==> src/rtl/gpio_arb_pkg.sv <==
// Shared types and helpers for the GPIO bus arbiter.
//   arb_state_e : arbiter FSM state (idle / waiting for device response)
//   idx_width   : bits needed to index n hosts
package gpio_arb_pkg;

  typedef enum logic {
    ARB_IDLE = 1'b0,
    ARB_WAIT = 1'b1
  } arb_state_e;

  function automatic int idx_width(input int n);
    return $clog2(n);
  endfunction

endpackage

==> src/rtl/rr_pick.sv <==
// Combinational round-robin picker.
//   req_i  : per-host request vector
//   prio_i : index of the host with highest priority this cycle
//   gnt_o  : one-hot grant (zero when nothing requests)
//   idx_o  : index of the granted host
//   any_o  : at least one request present
module rr_pick
  import gpio_arb_pkg::*;
#(
  parameter int NumReq = 2
) (
  input  logic [NumReq-1:0]                req_i,
  input  logic [idx_width(NumReq)-1:0]     prio_i,
  output logic [NumReq-1:0]                gnt_o,
  output logic [idx_width(NumReq)-1:0]     idx_o,
  output logic                             any_o
);

  localparam int IW = idx_width(NumReq);

  // One extra bit so prio + offset never overflows before the wrap.
  logic [IW:0] cand;

  always_comb begin
    gnt_o = '0;
    idx_o = '0;
    any_o = 1'b0;
    cand  = '0;
    for (int i = 0; i < NumReq; i++) begin
      cand = {1'b0, prio_i} + (IW+1)'(i);
      if (cand >= (IW+1)'(NumReq)) cand = cand - (IW+1)'(NumReq);
      if (!any_o && req_i[cand[IW-1:0]]) begin
        gnt_o[cand[IW-1:0]] = 1'b1;
        idx_o               = cand[IW-1:0];
        any_o               = 1'b1;
      end
    end
  end

endmodule

==> src/rtl/gpio_bus_arb.sv <==
// Round-robin arbiter sharing one GPIO register slave between NumReq hosts.
// One outstanding transaction; a new grant may issue in the cycle the
// previous response returns, so back-to-back traffic runs one per cycle.
//
// Ports:
//   clk_i, rst_ni         : clock, async active-low reset
//   host_req_i/host_gnt_o : per-host request / same-cycle grant (one-hot)
//   host_addr_i, host_we_i, host_be_i, host_wdata_i : packed host fields
//   host_rvalid_o/err_o   : response strobes routed to the owning host
//   host_rdata_o          : read data broadcast, qualified by host_rvalid_o
//   dev_*                 : single device-side request/response port
//
// Optional build macro GPIO_ARB_TIMEOUT_EN: if the device is silent for
// TimeoutCycles after a grant, the owner receives an error response with
// zero data and the arbiter returns to idle.
module gpio_bus_arb
  import gpio_arb_pkg::*;
#(
  parameter int NumReq        = 2,
  parameter int DataWidth     = 32,
  parameter int AddressWidth  = 32,
  parameter int TimeoutCycles = 15
) (
  input  logic                             clk_i,
  input  logic                             rst_ni,
  input  logic [NumReq-1:0]                host_req_i,
  output logic [NumReq-1:0]                host_gnt_o,
  input  logic [NumReq*AddressWidth-1:0]   host_addr_i,
  input  logic [NumReq-1:0]                host_we_i,
  input  logic [NumReq*DataWidth/8-1:0]    host_be_i,
  input  logic [NumReq*DataWidth-1:0]      host_wdata_i,
  output logic [NumReq-1:0]                host_rvalid_o,
  output logic [DataWidth-1:0]             host_rdata_o,
  output logic [NumReq-1:0]                host_err_o,
  output logic                             dev_req_o,
  output logic [AddressWidth-1:0]          dev_addr_o,
  output logic                             dev_we_o,
  output logic [DataWidth/8-1:0]           dev_be_o,
  output logic [DataWidth-1:0]             dev_wdata_o,
  input  logic                             dev_rvalid_i,
  input  logic [DataWidth-1:0]             dev_rdata_i,
  input  logic                             dev_err_i
);

  localparam int IW = idx_width(NumReq);
  localparam int BW = DataWidth / 8;

  if (NumReq < 2 || NumReq > 8 || TimeoutCycles < 1 || (DataWidth % 8) != 0) begin : g_bad_params
    $error("gpio_bus_arb: illegal parameter set");
  end

  // Per-host views of the flat host buses.
  logic [NumReq-1:0][AddressWidth-1:0] addr_a;
  logic [NumReq-1:0][BW-1:0]           be_a;
  logic [NumReq-1:0][DataWidth-1:0]    wdata_a;
  assign addr_a  = host_addr_i;
  assign be_a    = host_be_i;
  assign wdata_a = host_wdata_i;

  arb_state_e           state_q;
  logic [IW-1:0]        prio_q, owner_q;
  logic [NumReq-1:0]    pick_gnt, owner_oh;
  logic [IW-1:0]        pick_idx;
  logic                 pick_any, resp_v, free, grant, timeout;

  rr_pick #(.NumReq(NumReq)) u_pick (
    .req_i  (host_req_i),
    .prio_i (prio_q),
    .gnt_o  (pick_gnt),
    .idx_o  (pick_idx),
    .any_o  (pick_any)
  );

  // Device responses only count while a transaction is outstanding.
  assign resp_v = (state_q == ARB_WAIT) & dev_rvalid_i;
  // Nothing is granted while reset is held, keeping every output at zero.
  assign free   = rst_ni & ((state_q == ARB_IDLE) | resp_v);
  assign grant  = free & pick_any;

`ifdef GPIO_ARB_TIMEOUT_EN
  localparam int CW = $clog2(TimeoutCycles + 1);
  logic [CW-1:0] cnt_q;
  // cnt_q is 0 in the first WAIT cycle, so the pulse lands exactly
  // TimeoutCycles cycles after the grant. free is already low here
  // (no rvalid), so no grant can coincide with a timeout.
  assign timeout = (state_q == ARB_WAIT) & ~dev_rvalid_i &
                   (cnt_q == CW'(TimeoutCycles - 1));
`else
  assign timeout = 1'b0;
`endif

  assign owner_oh = {{(NumReq-1){1'b0}}, 1'b1} << owner_q;

  assign host_gnt_o    = grant ? pick_gnt : '0;
  assign host_rvalid_o = (resp_v | timeout) ? owner_oh : '0;
  assign host_err_o    = ((resp_v & dev_err_i) | timeout) ? owner_oh : '0;
  assign host_rdata_o  = resp_v ? dev_rdata_i : '0;

  assign dev_req_o   = grant;
  assign dev_addr_o  = grant ? addr_a[pick_idx]    : '0;
  assign dev_we_o    = grant ? host_we_i[pick_idx] : 1'b0;
  assign dev_be_o    = grant ? be_a[pick_idx]      : '0;
  assign dev_wdata_o = grant ? wdata_a[pick_idx]   : '0;

  always_ff @(posedge clk_i or negedge rst_ni) begin
    if (!rst_ni) begin
      state_q <= ARB_IDLE;
      prio_q  <= '0;
      owner_q <= '0;
`ifdef GPIO_ARB_TIMEOUT_EN
      cnt_q   <= '0;
`endif
    end else if (grant) begin
      owner_q <= pick_idx;
      prio_q  <= (pick_idx == IW'(NumReq - 1)) ? '0 : pick_idx + IW'(1);
      state_q <= ARB_WAIT;
`ifdef GPIO_ARB_TIMEOUT_EN
      cnt_q   <= '0;
`endif
    end else if (resp_v | timeout) begin
      state_q <= ARB_IDLE;
    end
`ifdef GPIO_ARB_TIMEOUT_EN
    else if (state_q == ARB_WAIT) begin
      cnt_q <= cnt_q + CW'(1);
    end
`endif
  end

endmodule
==> config.mk <==
export PLATFORM = sky130hd
export DESIGN_NAME = gpio_bus_arb
export DESIGN_NICKNAME = d
export VERILOG_FILES = /design/src/rtl/gpio_arb_pkg.sv /design/src/rtl/rr_pick.sv /design/src/rtl/gpio_bus_arb.sv
export SDC_FILE = /design/constraint.sdc
export NUM_CORES = 1
export LEC_CHECK = 0
export ABC_AREA = 0
export BUFFER_PORTS_ARGS = -buffer_cell sky130_fd_sc_hd__buf_4
export CAP_MARGIN = 10
export CELL_PAD_IN_SITES_DETAIL_PLACEMENT = 2
export CELL_PAD_IN_SITES_GLOBAL_PLACEMENT = 2
export CORE_MARGIN = 5
export CORE_UTILIZATION = 10
export DETAILED_ROUTE_END_ITERATION = 12
export PLACE_DENSITY = 0.95
export SYNTH_ARGS = -nofsm -noshare
export SYNTH_HDL_FRONTEND = slang
export SYNTH_HIERARCHICAL = 1
export SYNTH_SLANG_ARGS = --single-unit
==> constraint.sdc <==
create_clock -name clk_i -period 1.55 [get_ports clk_i]
set_clock_uncertainty 0.1 [all_clocks]
set_input_delay 0.31 -clock clk_i [delete_from_list [all_inputs] [get_ports clk_i]]
set_output_delay 0.31 -clock clk_i [all_outputs]
set_load 0.005 [all_outputs]
======== Word-level counts from Yosys, hierarchy flattened ========
Cells that the tools add are included.
Widths: inputs -> output; s select.
storage, ports and cells
  bits in registers ....................... 3
  input port bits ......................... 176
  output and inout port bits .............. 108
  word-level logic and storage cells ...... 62
operators by class
  $add $sub $neg .......................... 4
  $lt $le $gt $ge ......................... 7
  shifts and indexed selects .............. 1
  multiplexer cells ....................... 35
  bitwise gates (word level) .............. 7
  reduce and logical (&&, ||, !) cells .... 5
operators with widths
  cell                 count
  $mux 32              7
  $mux 1               18
  $mux 4               3
  $mux 2               5
  $lt 1x2->1 const B   3
  $and 1x1->1          4
  $logic_and 1x1->1    3
  $add 1x1->2 const B  1
  $demux 1 s1          2
  $ge 1x1->1 const B   2
  $ge 1x2->1 const B   1
  $ge 2x2->1 const B   1
  $or 2x2->2           1
  $reduce_bool 2->1    1
  $shl 1x1->2 const A  1
  $sub 1x1->1 const B  2
  $add 1x1->1 const B  1
  $logic_not 1->1      1
  $not 1->1            1
  $or 1x1->1           1

======== Longest topological paths before layout ========
Gate-level depths: netlist of the first run.
  word-level depth ........................ 11
  depth in mapped cells ................... 6
  mapped depth without buffers ............ 4

======== Hierarchy ========
The synthesis of the first run kept the hierarchy.
modules (own cells, without submodules)
  module        instances  cells each  area an instance (µm²)  seq. area each (µm²)
  gpio_bus_arb  1          209         1,420.1                 75.1
  rr_pick       1          5           32.5                    0.0

======== Worst setup path after synthesis of the first run ========
No wires, ideal clock.
  path type ............................... flip-flop to output port
  from .................................... register prio_q
  to ...................................... output port dev_addr_o[0]
  arrival ................................. 1,185 ps
  required time ........................... 1,140 ps
  setup slack ............................. -45 ps
  cell stages (with the launch flop) ...... 7
  cells stage by stage .................... dfrtp_1 inv_1 a21boi_1 buf_2 buf_2 mux2i_1 nor2_1
on the way
  longest elaborated chain between the ends .. 11
RTL lines
  what                                          RTL line             source
  start, declared                               gpio_bus_arb.sv:61   logic [IW-1:0] prio_q, owner_q;
  start signal, assigned                        gpio_bus_arb.sv:115  prio_q <= (pick_idx == IW'(NumReq - 1)) ? '0 : pick_idx + IW'(1);
  $ge 1x2->1 or $sub 1x1->1 (tied branches)     rr_pick.sv:31        if (cand >= (IW+1)'(NumReq)) cand = cand - (IW+1)'(NumReq);
  $mux 1                                        rr_pick.sv:31
  $mux 1 (implied by the code) (2 in a row)     rr_pick.sv:32        if (!any_o && req_i[cand[IW-1:0]]) begin
  $mux 1                                        rr_pick.sv:32
  $logic_not 1->1                               rr_pick.sv:32
  $logic_and 1x1->1                             rr_pick.sv:32
  $mux 1 *                                      rr_pick.sv:32
  named net pick_idx                            gpio_bus_arb.sv:63   logic [IW-1:0] pick_idx;
  $mux 32 (implied by the code) * (2 in a row)  gpio_bus_arb.sv:100  assign dev_addr_o = grant ? addr_a[pick_idx] : '0;
  $mux 32 *                                     gpio_bus_arb.sv:100
  end, declared                                 gpio_bus_arb.sv:36   output logic [AddressWidth-1:0] dev_addr_o,
Mark *: on every way through the listed nets, which the timed path passes. The rest lies on a longest branch. The select of a mux whose other input is x is not followed.

======== Worst setup path in the final report of the first run ========
  from .................................... register prio_q
  to ...................................... output port dev_addr_o[3]
The elaborated chain is that of the path after synthesis.

==> key figures, run 1 <==
Cells and area
  – Net count reported at finish: 689
  – Area growth from synthesis to layout: 224%
  – Final std cell area, no fill: 4710 µm²
  – Layout Utilization: 32.8%
  – Count of placed standard cells in the final layout, fillers left out: 696
  – N_diodes: 0
  – Share of post-route cells with drive strength above 1: 74.0%
  – Fillers: 1622

Floorplan
  – Number of placement rows: 44
  – Die Span X: 131 µm
  – Vertical extent of the die: 131 µm
  – Core area: 14400 µm²
  – Initial Utilization: 10.1%
  – Top-Level Pins: 284
  – Die footprint: roughly 17000 µm²

Setup path
  – Reg2reg setup slack: approximately 0.14 ns
  – Data required time at the worst endpoint: 1.14 ns
  – Class of the most critical setup path: reg2out
  – Data arrival time at the worst-slack endpoint: 1.61 ns
  – Logic depth of the worst register-to-register path: 4
  – Peak fanout along the critical path: 13
  – Crit path capture: dev_addr_o[3]
  – Worst reg2reg path startpoint: state_q
  – Endpoint type of the worst setup path: output pin
  – Worst reg2reg endpoint: owner_q
  – Launching instance or port of the critical path: prio_q
  – Startpoint types: register

Route
  – Detail-routed via count per cell: about 4.0
  – DRC errors left: 0
  – Remaining number of nets flagged by the antenna check after routing: 0
  – Number of iterations in the first detailed-routing pass: 3
  – Via count of the routed design: 2807
  – WL final: approximately 13 mm
  – Count of routing violations after the opening detailed-route iteration: 25
  – Avg WL per Cell: approximately 19 µm

Timing
  – Period utilization: 130%
  – Final count of hold timing violations: 0
  – Actual transition at the worst max-transition pin: 0.275 ns
  – Number of failing setup endpoints in the final timing report: 102
  – Setup repair after global routing missed its margin: true
  – Worst hold slack after final layout: 0.362 ns
  – Maximum clock frequency: 0.496 GHz
  – Clock period minus worst slack: 2.02 ns
  – Final-report max-slew violation count: 0
  – Max_slew headroom: 81.7%
  – PnR worst setup slack: -0.467 ns

Logic synthesis
  – Sequential-to-total area share from yosys stat: 5.17%
  – Count of state elements after synthesis: 3
  – Top flip-flop cell by instance count after synthesis: dfrtp_1
  – Number of synthesized flops with an enable pin: 0
  – YS warnings: 6
  – Post-synthesis instance total: 214
  – Top post-synthesis cells by count: mux2i_1 (70), nor2_1 (70), and3_1 (33), buf_2 (14), clkbuf_1 (6)
  – Mean post-synth cell area: 6.79 µm²
  – Count of different cell masters after synthesis: 15
  – Fraction of synthesis flops using an asynchronous set or reset pin: 100%
  – Syn Nets: between 300 and 400
  – Cell Area, Synth: 1450 µm²
  – Area fraction of the dominant cell type after synthesis: 48.2%
  – Cell taking the most area after synthesis: mux2i_1
  – Largest cells by area after synthesis: mux2i_1 (48%), nor2_1 (18%), and3_1 (14%)

Global routing
  – Pin count of the biggest net entering global routing: 36
  – Initial antenna violation count: 1
  – Final global-route overflow total: 0
  – Total track usage: roughly 14%
  – Via count of the first global-routing pass: between 3000 and 4000
  – First-pass GRT wire length: 18.0 mm

Power
  – Switching share of power: 32.6%
  – Clk network pwr share: 19.4%
  – Cell Pwr Density: 452 nW/µm²
  – Power share of the combinational group: roughly 75%
  – Proportion of power drawn by flip-flops and latches: 5.4%
  – Switching power of the nets: 0.000695 W
  – Largest voltage drop on the vdd net: 0.241 mV
  – Static leakage: ~2.5 nW
  – Total internal power: about 0.0014 W

Flow run
  – Max Cap Viol: 0

Placement
  – Sum of net half-perimeters after detailed placement: 10.8 mm
  – Number of cells in the design after placement: about 680
  – GPL Wtd Cong: 0.752
  – Setup slack at placement: -0.353 ns
  – Count of buffers from port buffering: 283
  – Cell area after placement: 3870 µm²

CTS
  – Clk Latency, worst-skew pair: 0.22 ns
  – Sink Count: 3
  – Clock transition at the registers of the reported paths: 0.03 ns
  – Clock tree from TritonCTS: built
  – Inserted Clock Buffers: 3
  – H-Tree Depth: 1
  – Clock Root Buffer: clkbuf_16
  – Number of buffers between clock root and the deepest sink: 2

Status
  – Run status: finished, violations left
  – Violations in the final reports: negative setup slack

Hold path
  – Classification of the worst-slack hold path: in2reg
-- cell usage in the layout (no fill, tap or decap), drive strengths merged --
cell / Yosys / routed
buf: 15 / 312
dfrtp: 3 / 3
nand3: 1 / 1
nand2: 3 / 3
clkbuf: 6 / 6
or2: 1 / 1
mux2: 1 / 1
nor2: 70 / 70
and3: 33 / 33
dlygate4sd3: 0 / 1
nand2b: 1 / 1
mux2i: 70 / 70
a21boi: 3 / 3
and2: 4 / 4
inv: 3 / 3
-- sequential cells by signal, indices dropped and copies added, names as in the netlist --
signal / cells
prio_q: 1
owner_q: 1
state_q: 1
-- cell families after synthesis --
group,count (synthesis),share of synthesized area [%]
compound gates,3,1.55
buf+inv,24,7.92
flops,3,5.17
mux,71,49.0
simple gates,113,36.3
-- worst max-delay path: stages, from the launching register on --
cell	delay, ns
dfrtp_1	0.37
inv_2	0.06
a21boi_4	0.16
buf_12	0.17
buf_12	0.17
mux2i_2	0.23
nor2_1	0.07
buf_4	0.14
-- worst min-delay path by stage --
stage          cells past startpoint       to     startpoint
6_report                           4  state_q  host_req_i[1]
5_1_grt                            4  state_q  host_req_i[1]
4_1_cts                            3  state_q   dev_rvalid_i
3_5_place_dp                       2  owner_q         rst_ni
3_3_place_gp                       2  state_q         rst_ni
2_1_floorplan                      0  owner_q         rst_ni
-- per-stage QoR --
step / setup TNS (ns) / total power (W)
floorplan: -2.92 / 0.000571
global placement: -14.48 / 0.00130
detailed placement: -18.69 / 0.00137
CTS: -30.86 / 0.00202
global route: -39.07 / 0.00226
finish: -32.46 / 0.00213
-- power by group through the flow --
stage	Sequential [W]	Clock, W	Combinational, W
4_1_cts	0.000108	0.000423	0.00149
6_report	0.000114	0.000414	0.00160
3_3_place_gp	0.000102	0	0.00120
3_5_place_dp	0.000103	0	0.00126
5_1_grt	0.000116	0.000434	0.00171
2_1_floorplan	0.000103	0	0.000469
-- routing by layer --
metal	vias to the layer above	share of wire [%]	global-route usage (%)
li1	1329	-	-
met1	1326	32	13.2
met3	10	8.3	3.21
met5	-	0.14	0
met4	2	0.84	2.30
met2	140	59	28.6
-- layout make-up --
class / instances / area [µm²] / area share, %
repair buffers: 315 / 2770 / 58.7
clock buffers: 4 / 78.8 / 1.67
inverters: 3 / 13.8 / 0.292
multi-input cells: 187 / 1550 / 32.8
well taps: 184 / 230 / 4.89
flip-flops and latches: 3 / 76.3 / 1.62
-- what timing repair did --
action | 4_1_cts | 5_1_grt
endpoints found under the setup margin | 108 | 108
buffers inserted | 8 | 4
hold endpoints to repair | 3 | 0
gates resized for setup | 59 | 72
gates cloned | 3 | 2
hold buffers | 1 | 0
pin swaps | 3 | 7
Power figures use the tool's default switching activity.
==> run 2: changes to the inputs <==
--- a/config.mk
+++ b/config.mk
@@ -7,13 +7,13 @@
 export LEC_CHECK = 0
 export ABC_AREA = 0
 export BUFFER_PORTS_ARGS = -buffer_cell sky130_fd_sc_hd__buf_4
-export CAP_MARGIN = 10
 export CELL_PAD_IN_SITES_DETAIL_PLACEMENT = 2
 export CELL_PAD_IN_SITES_GLOBAL_PLACEMENT = 2
 export CORE_MARGIN = 5
 export CORE_UTILIZATION = 10
 export DETAILED_ROUTE_END_ITERATION = 12
 export PLACE_DENSITY = 0.95
+export SETUP_SLACK_MARGIN = 0.5
 export SYNTH_ARGS = -nofsm -noshare
 export SYNTH_HDL_FRONTEND = slang
 export SYNTH_HIERARCHICAL = 1
==> run 2 against run 1 <==
Effect of this change: the run still ends with negative setup slack left; sequential cell count is the same; sequential power grew 4%; count of clock-buffer cells in the layout is the same; worst setup slack lost 0.13 ns; hold slack lost 0.019 ns; power grew 7.3%; non-clock buffer count grew 15; via count grew 3.0%; register-to-register slack lost 0.05 ns; fmax shrank 6.0%; combinational power grew 10%; die area is the same.
==> key figures, run 2 (synthesized netlist as in run 1, its figures left out) <==
Placement
  – Sum of net half-perimeters after detailed placement: 10.8 mm
  – GPL Wtd Cong: 0.836
  – Setup slack at placement: -0.375 ns
  – Count of buffers from port buffering: 283

Timing
  – Final count of hold timing violations: 0
  – Max_slew headroom: 78.4%
  – Final-report max-slew violation count: 0
  – Clock period minus worst slack: 2.15 ns
  – Maximum clock frequency: ~0.47 GHz
  – Number of failing setup endpoints in the final timing report: 108
  – Setup repair after global routing missed its margin: true
  – Period utilization: 138%
  – Actual transition at the worst max-transition pin: 0.325 ns
  – PnR worst setup slack: -0.596 ns

CTS
  – Clock Root Buffer: clkbuf_16
  – Clock tree from TritonCTS: built
  – H-Tree Depth: 1
  – Clk Latency, worst-skew pair: 0.22 ns
  – Inserted Clock Buffers: 3
  – Sink Count: 3
  – Number of buffers between clock root and the deepest sink: 2
  – Clock transition at the registers of the reported paths: 0.03 ns

Global routing
  – Initial antenna violation count: 0
  – First-pass GRT wire length: about 18 mm
  – Total track usage: 13.2%
  – Pin count of the biggest net entering global routing: 37
  – Via count of the first global-routing pass: 3374
  – Final global-route overflow total: 0

Setup path
  – Most common cell on crit path: buf_4
  – Startpoint types: register
  – Family with the most delay on the worst path: buffers and inverters
  – Max incr delay on CP: between 0.3 and 0.4 ns
  – Data arrival time at the worst-slack endpoint: 1.74 ns
  – Data required time at the worst endpoint: 1.14 ns
  – Worst path slowest cell: dfrtp_1
  – Number of buffer and inverter stages on the critical path: 5
  – Peak fanout along the critical path: 7
  – Class of the most critical setup path: reg2out
  – Endpoint type of the worst setup path: output pin
  – Crit-path cells: inv_2 > a21boi_4 > buf_12 > buf_16 > buf_4 > mux2i_4 > nor2_1 > buf_4

Hold path
  – Classification of the worst-slack hold path: in2reg

Cells and area
  – N_diodes: 0
  – Most common cell after layout, fill and taps aside: buf_4
  – Largest registers: owner_q (1), prio_q (1), state_q (1)
  – Commonest non-fill, non-tap cells in the layout: buf_4 (258), nor2_1 (69), buf_6 (53)
  – Share of post-route cells with drive strength above 1: 75.9%
  – Net count reported at finish: 704
  – Area growth from synthesis to layout: 239%

Floorplan
  – Core area: 14400 µm²
  – Die footprint: 17000 µm²
  – Top-Level Pins: 284
  – Initial Utilization: around a tenth
  – Die Span X: 131 µm
  – Number of placement rows: 44
  – Vertical extent of the die: 131 µm

Route
  – Remaining number of nets flagged by the antenna check after routing: 0
  – DRC errors left: 0
  – Via count of the routed design: 2891
  – WL final: 13.7 mm
  – Detail-routed via count per cell: 4.07
  – Avg WL per Cell: a little under 20 µm
  – Number of iterations in the first detailed-routing pass: 3
  – Count of routing violations after the opening detailed-route iteration: 24

Status
  – Violations in the final reports: negative setup slack
  – Run status: finished, violations left

Flow run
  – Max Cap Viol: 0

Power
  – Total power draw: 0.00229 W
  – Largest voltage drop on the vdd net: 0.270 mV
  – Static leakage: 2.55 nW
  – Cell Pwr Density: 464 nW/µm²
==> run 2: layout make-up <==
class,instances,area (µm²)
Tap cell,184,230
Clock buffer,4,78.8
Sequential cell,3,76.3
Inverter,3,11.3
Timing Repair Buffer,330,2940
Multi-Input combinational cell,187,1600
Fill cell,1585,9440
==> run 2: repair_timing <==
action / CTS / global route
pin swaps: 11 / 21
hold buffers: 1 / 0
gates resized for setup: 52 / 86
cloned: 3 / 4
endpoints found under the setup margin: 110 / 110
setup buffers: 7 / 7
endpoints found under the hold margin: 3 / 0
==> run 2: path summary, 6_finish.rpt <==
| kind | startpoint | end | slack [ns] | cells past startpoint |
|---|---|---|---|---|
| setup / recovery | prio_q | dev_addr_o[17] | -0.60 | 8 |
| hold / removal | rst_ni | state_q | 0.34 | 4 |
| setup reg to reg | prio_q | owner_q | 0.09 | 6 |
| hold reg to reg | state_q | state_q | 0.60 | 3 |
| max in group asynchronous | rst_ni | state_q | 0.73 | 3 |
| min in group asynchronous | rst_ni | prio_q | 0.46 | 3 |
==> run 2: routing by layer <==
metal	track usage [%]	part of all wire, %	vias to the layer above
li1	-	-	1363
met1	12.7	31	1349
met2	27.2	58	161
met3	3.25	8.7	18
met4	3.75	2.0	0
met5	0	0	-
==> run 2: tightest hold or removal path: cells and delay by family <==
kind	cells	cell delay, ns
buffers and inverters	2	0.22
AND/OR/NAND/NOR	2	0.11
==> run 2: stage by stage <==
| stage | setup TNS, ns | hold WS, ns | area [µm²] | std cells | utilization, % |
|---|---|---|---|---|---|
| global placement | -15.09 | 0.121 | 3960 | 685 | 27.6 |
| global route | -47.43 | 0.361 | 4930 | 711 | 34.3 |
| finish | -41.51 | 0.344 | 4930 | 711 | 34.3 |
| detailed placement | -16.59 | 0.124 | 3960 | 685 | 27.6 |
| CTS | -36.49 | 0.333 | 4420 | 700 | 30.7 |
| floorplan | 0 | -0.0856 | 1510 | 214 | - |
==> run 2: report_power, final <==
| group | switching, W | internal, W |
|---|---|---|
| Clock | 0.0000722 | 0.000340 |
| Combinational | 0.000641 | 0.00111 |
| Sequential | 0.0000250 | 0.0000933 |
| Total | 0.000738 | 0.00155 |
==> run 3: changes to the inputs <==
--- a/config.mk
+++ b/config.mk
@@ -13,6 +13,7 @@
 export CORE_UTILIZATION = 10
 export DETAILED_ROUTE_END_ITERATION = 12
 export PLACE_DENSITY = 0.95
+export REMOVE_ABC_BUFFERS = 1
 export SETUP_SLACK_MARGIN = 0.5
 export SYNTH_ARGS = -nofsm -noshare
 export SYNTH_HDL_FRONTEND = slang
==> run 3 against run 2 <==
Effect of this change: the run still ends with negative setup slack left; global-route usage is 0.64 points higher; sequential share of layout area hardly changed; cell count is 0.70% lower; largest cell class unchanged; largest power group unchanged; highest routed layer unchanged.
==> key figures, run 3 (synthesized netlist as in run 1, its figures left out) <==
Status
  – Run status: finished, violations left
  – Violations in the final reports: negative setup slack

CTS
  – Clock tree from TritonCTS: built
  – Number of buffers between clock root and the deepest sink: 2
  – Inserted Clock Buffers: 3
  – Clock Root Buffer: clkbuf_16
  – H-Tree Depth: 1
  – Clock transition at the registers of the reported paths: 0.03 ns
  – Clk Latency, worst-skew pair: 0.22 ns
  – Sink Count: 3

Timing
  – PnR worst setup slack: -0.569 ns
  – Period utilization: 137%
  – Maximum clock frequency: 0.472 GHz
  – Actual transition at the worst max-transition pin: 0.329 ns
  – Clock period minus worst slack: 2.12 ns
  – Final-report max-slew violation count: 0
  – Max_slew headroom: 78.1%
  – Setup repair after global routing missed its margin: true
  – Number of failing setup endpoints in the final timing report: 107
  – Final count of hold timing violations: 0

Floorplan
  – Initial Utilization: approximately 10%
  – Vertical extent of the die: roughly 130 µm
  – Die Span X: 131 µm
  – Number of placement rows: 44
  – Die footprint: between 15000 and 20000 µm²
  – Top-Level Pins: 284
  – Core area: roughly 14000 µm²

Route
  – Number of iterations in the first detailed-routing pass: 4
  – DRC errors left: 0
  – Detail-routed via count per cell: roughly 4.1
  – Count of routing violations after the opening detailed-route iteration: 43
  – Avg WL per Cell: 19.4 µm
  – Via count of the routed design: between 2000 and 3000
  – Remaining number of nets flagged by the antenna check after routing: 0
  – WL final: 13.7 mm

Setup path
  – Data required time at the worst endpoint: 1.14 ns
  – Family with the most delay on the worst path: buffers and inverters
  – Worst path slowest cell: dfrtp_1
  – Peak fanout along the critical path: 5
  – Most common cell on crit path: buf_4
  – Data arrival time at the worst-slack endpoint: 1.71 ns
  – Max incr delay on CP: 0.36 ns
  – Number of buffer and inverter stages on the critical path: 5
  – Logic depth of the worst register-to-register path: 4
  – Critical path depth in cells: 8
  – Endpoint type of the worst setup path: output pin
  – Class of the most critical setup path: reg2out
  – Startpoint types: register
  – Crit-path cells: inv_2 > a21boi_4 > buf_12 > buf_4 > clkbuf_16 > mux2i_1 > nor2_1 > buf_4

Cells and area
  – Largest registers: owner_q (1), prio_q (1), state_q (1)
  – Net count reported at finish: 699
  – Commonest non-fill, non-tap cells in the layout: buf_4 (266), nor2_1 (68), mux2i_1 (51)
  – Layout Utilization: 33.5%
  – N_diodes: 0
  – Share of post-route cells with drive strength above 1: between 70% and 80%
  – Area growth from synthesis to layout: 231%
  – Most common cell after layout, fill and taps aside: buf_4

Global routing
  – First-pass GRT wire length: 18.3 mm
  – Initial antenna violation count: 0
  – Pin count of the biggest net entering global routing: 62
  – Via count of the first global-routing pass: 3379
  – Total track usage: 13.8%
  – Final global-route overflow total: 0

Hold path
  – Classification of the worst-slack hold path: in2reg
  – Number of cells traversed by the worst hold path: 4

Power
  – Static leakage: 2.53 nW
  – Largest voltage drop on the vdd net: between 0.2 and 0.25 mV
  – Cell Pwr Density: approximately 460 nW/µm²

Placement
  – Setup slack at placement: -0.413 ns
  – Count of buffers from port buffering: between 200 and 300
  – Sum of net half-perimeters after detailed placement: 10.7 mm
  – GPL Wtd Cong: 0.759

Flow run
  – Max Cap Viol: 0
==> run 3: cell types whose count changed in the layout (fill, tap and decap cells not counted), moves of 2 or more <==
cell       change
buf_12         +4
and2_1         +2
and3_1         +7
and3_4         -7
and2_4         -2
buf_6         -18
buf_8          +2
clkbuf_16      -2
buf_4          +8
==> run 3: path summary, 6_finish.rpt <==
kind	from	endpoint	slack, ns
max	prio_q	dev_wdata_o[27]	-0.57
min	rst_ni	state_q	0.35
max reg2reg	state_q	owner_q	0.20
min reg2reg	prio_q	prio_q	0.58
max in group asynchronous	rst_ni	owner_q	0.72
min in group asynchronous	rst_ni	state_q	0.48
==> run 3: final cells by class <==
class	count	area [µm²]
clock buffers	4	78.8
flip-flops and latches	3	75.1
multi-input cells	187	1530
fillers	1625	9560
well taps	184	230
inverters	3	11.3
repair buffers	325	2880
==> run 3: power breakdown <==
group	internal, W	switching, W	leakage (nW)
clock network	0.000340	0.0000722	0.0382
registers	0.0000930	0.0000183	0.0347
logic	0.00108	0.000622	2.46
==> run 3: per-layer routing <==
metal | vias to the layer above | routed length [µm] | track usage, %
met4 | 0 | 248 | 3.75
met2 | 182 | 7650 | 27.9
met1 | 1319 | 4250 | 12.9
met3 | 16 | 1530 | 5.20
li1 | 1348 | - | -
met5 | - | 0 | 0
==> run 3: what timing repair did <==
item                                    in CTS  in global routing
hold buffers                                 1                  0
gates cloned                                 4                  2
endpoints found under the setup margin     110                110
buffers inserted                            13                  1
resized for setup                           82                 42
pin swaps                                   13                 18
hold endpoints to repair                     3                  0
==> run 3: per-stage QoR <==
| stage | instances | total power [W] | area, µm² | hold slack [ns] | TNS [ns] |
|---|---|---|---|---|---|
| after floorplan | 193 | 0.000621 | 1350 | -0.0856 | -323.19 |
| after global placement | 681 | 0.00133 | 3910 | 0.149 | -14.64 |
| after detailed placement | 681 | 0.00139 | 3910 | 0.153 | -19.21 |
| after CTS | 703 | 0.00211 | 4560 | 0.370 | -37.24 |
| after global routing | 706 | 0.00237 | 4810 | 0.383 | -44.66 |
| final | 706 | 0.00223 | 4810 | 0.352 | -37.47 |
==> run 3: worst register-to-register path, delay by kind of cell, from the launching register on <==
kind,cells,cell delay [ns]
buffers and inverters,1,0.19
DFF,1,0.38
muxes,1,0.27
and+or+nand+nor,2,0.29
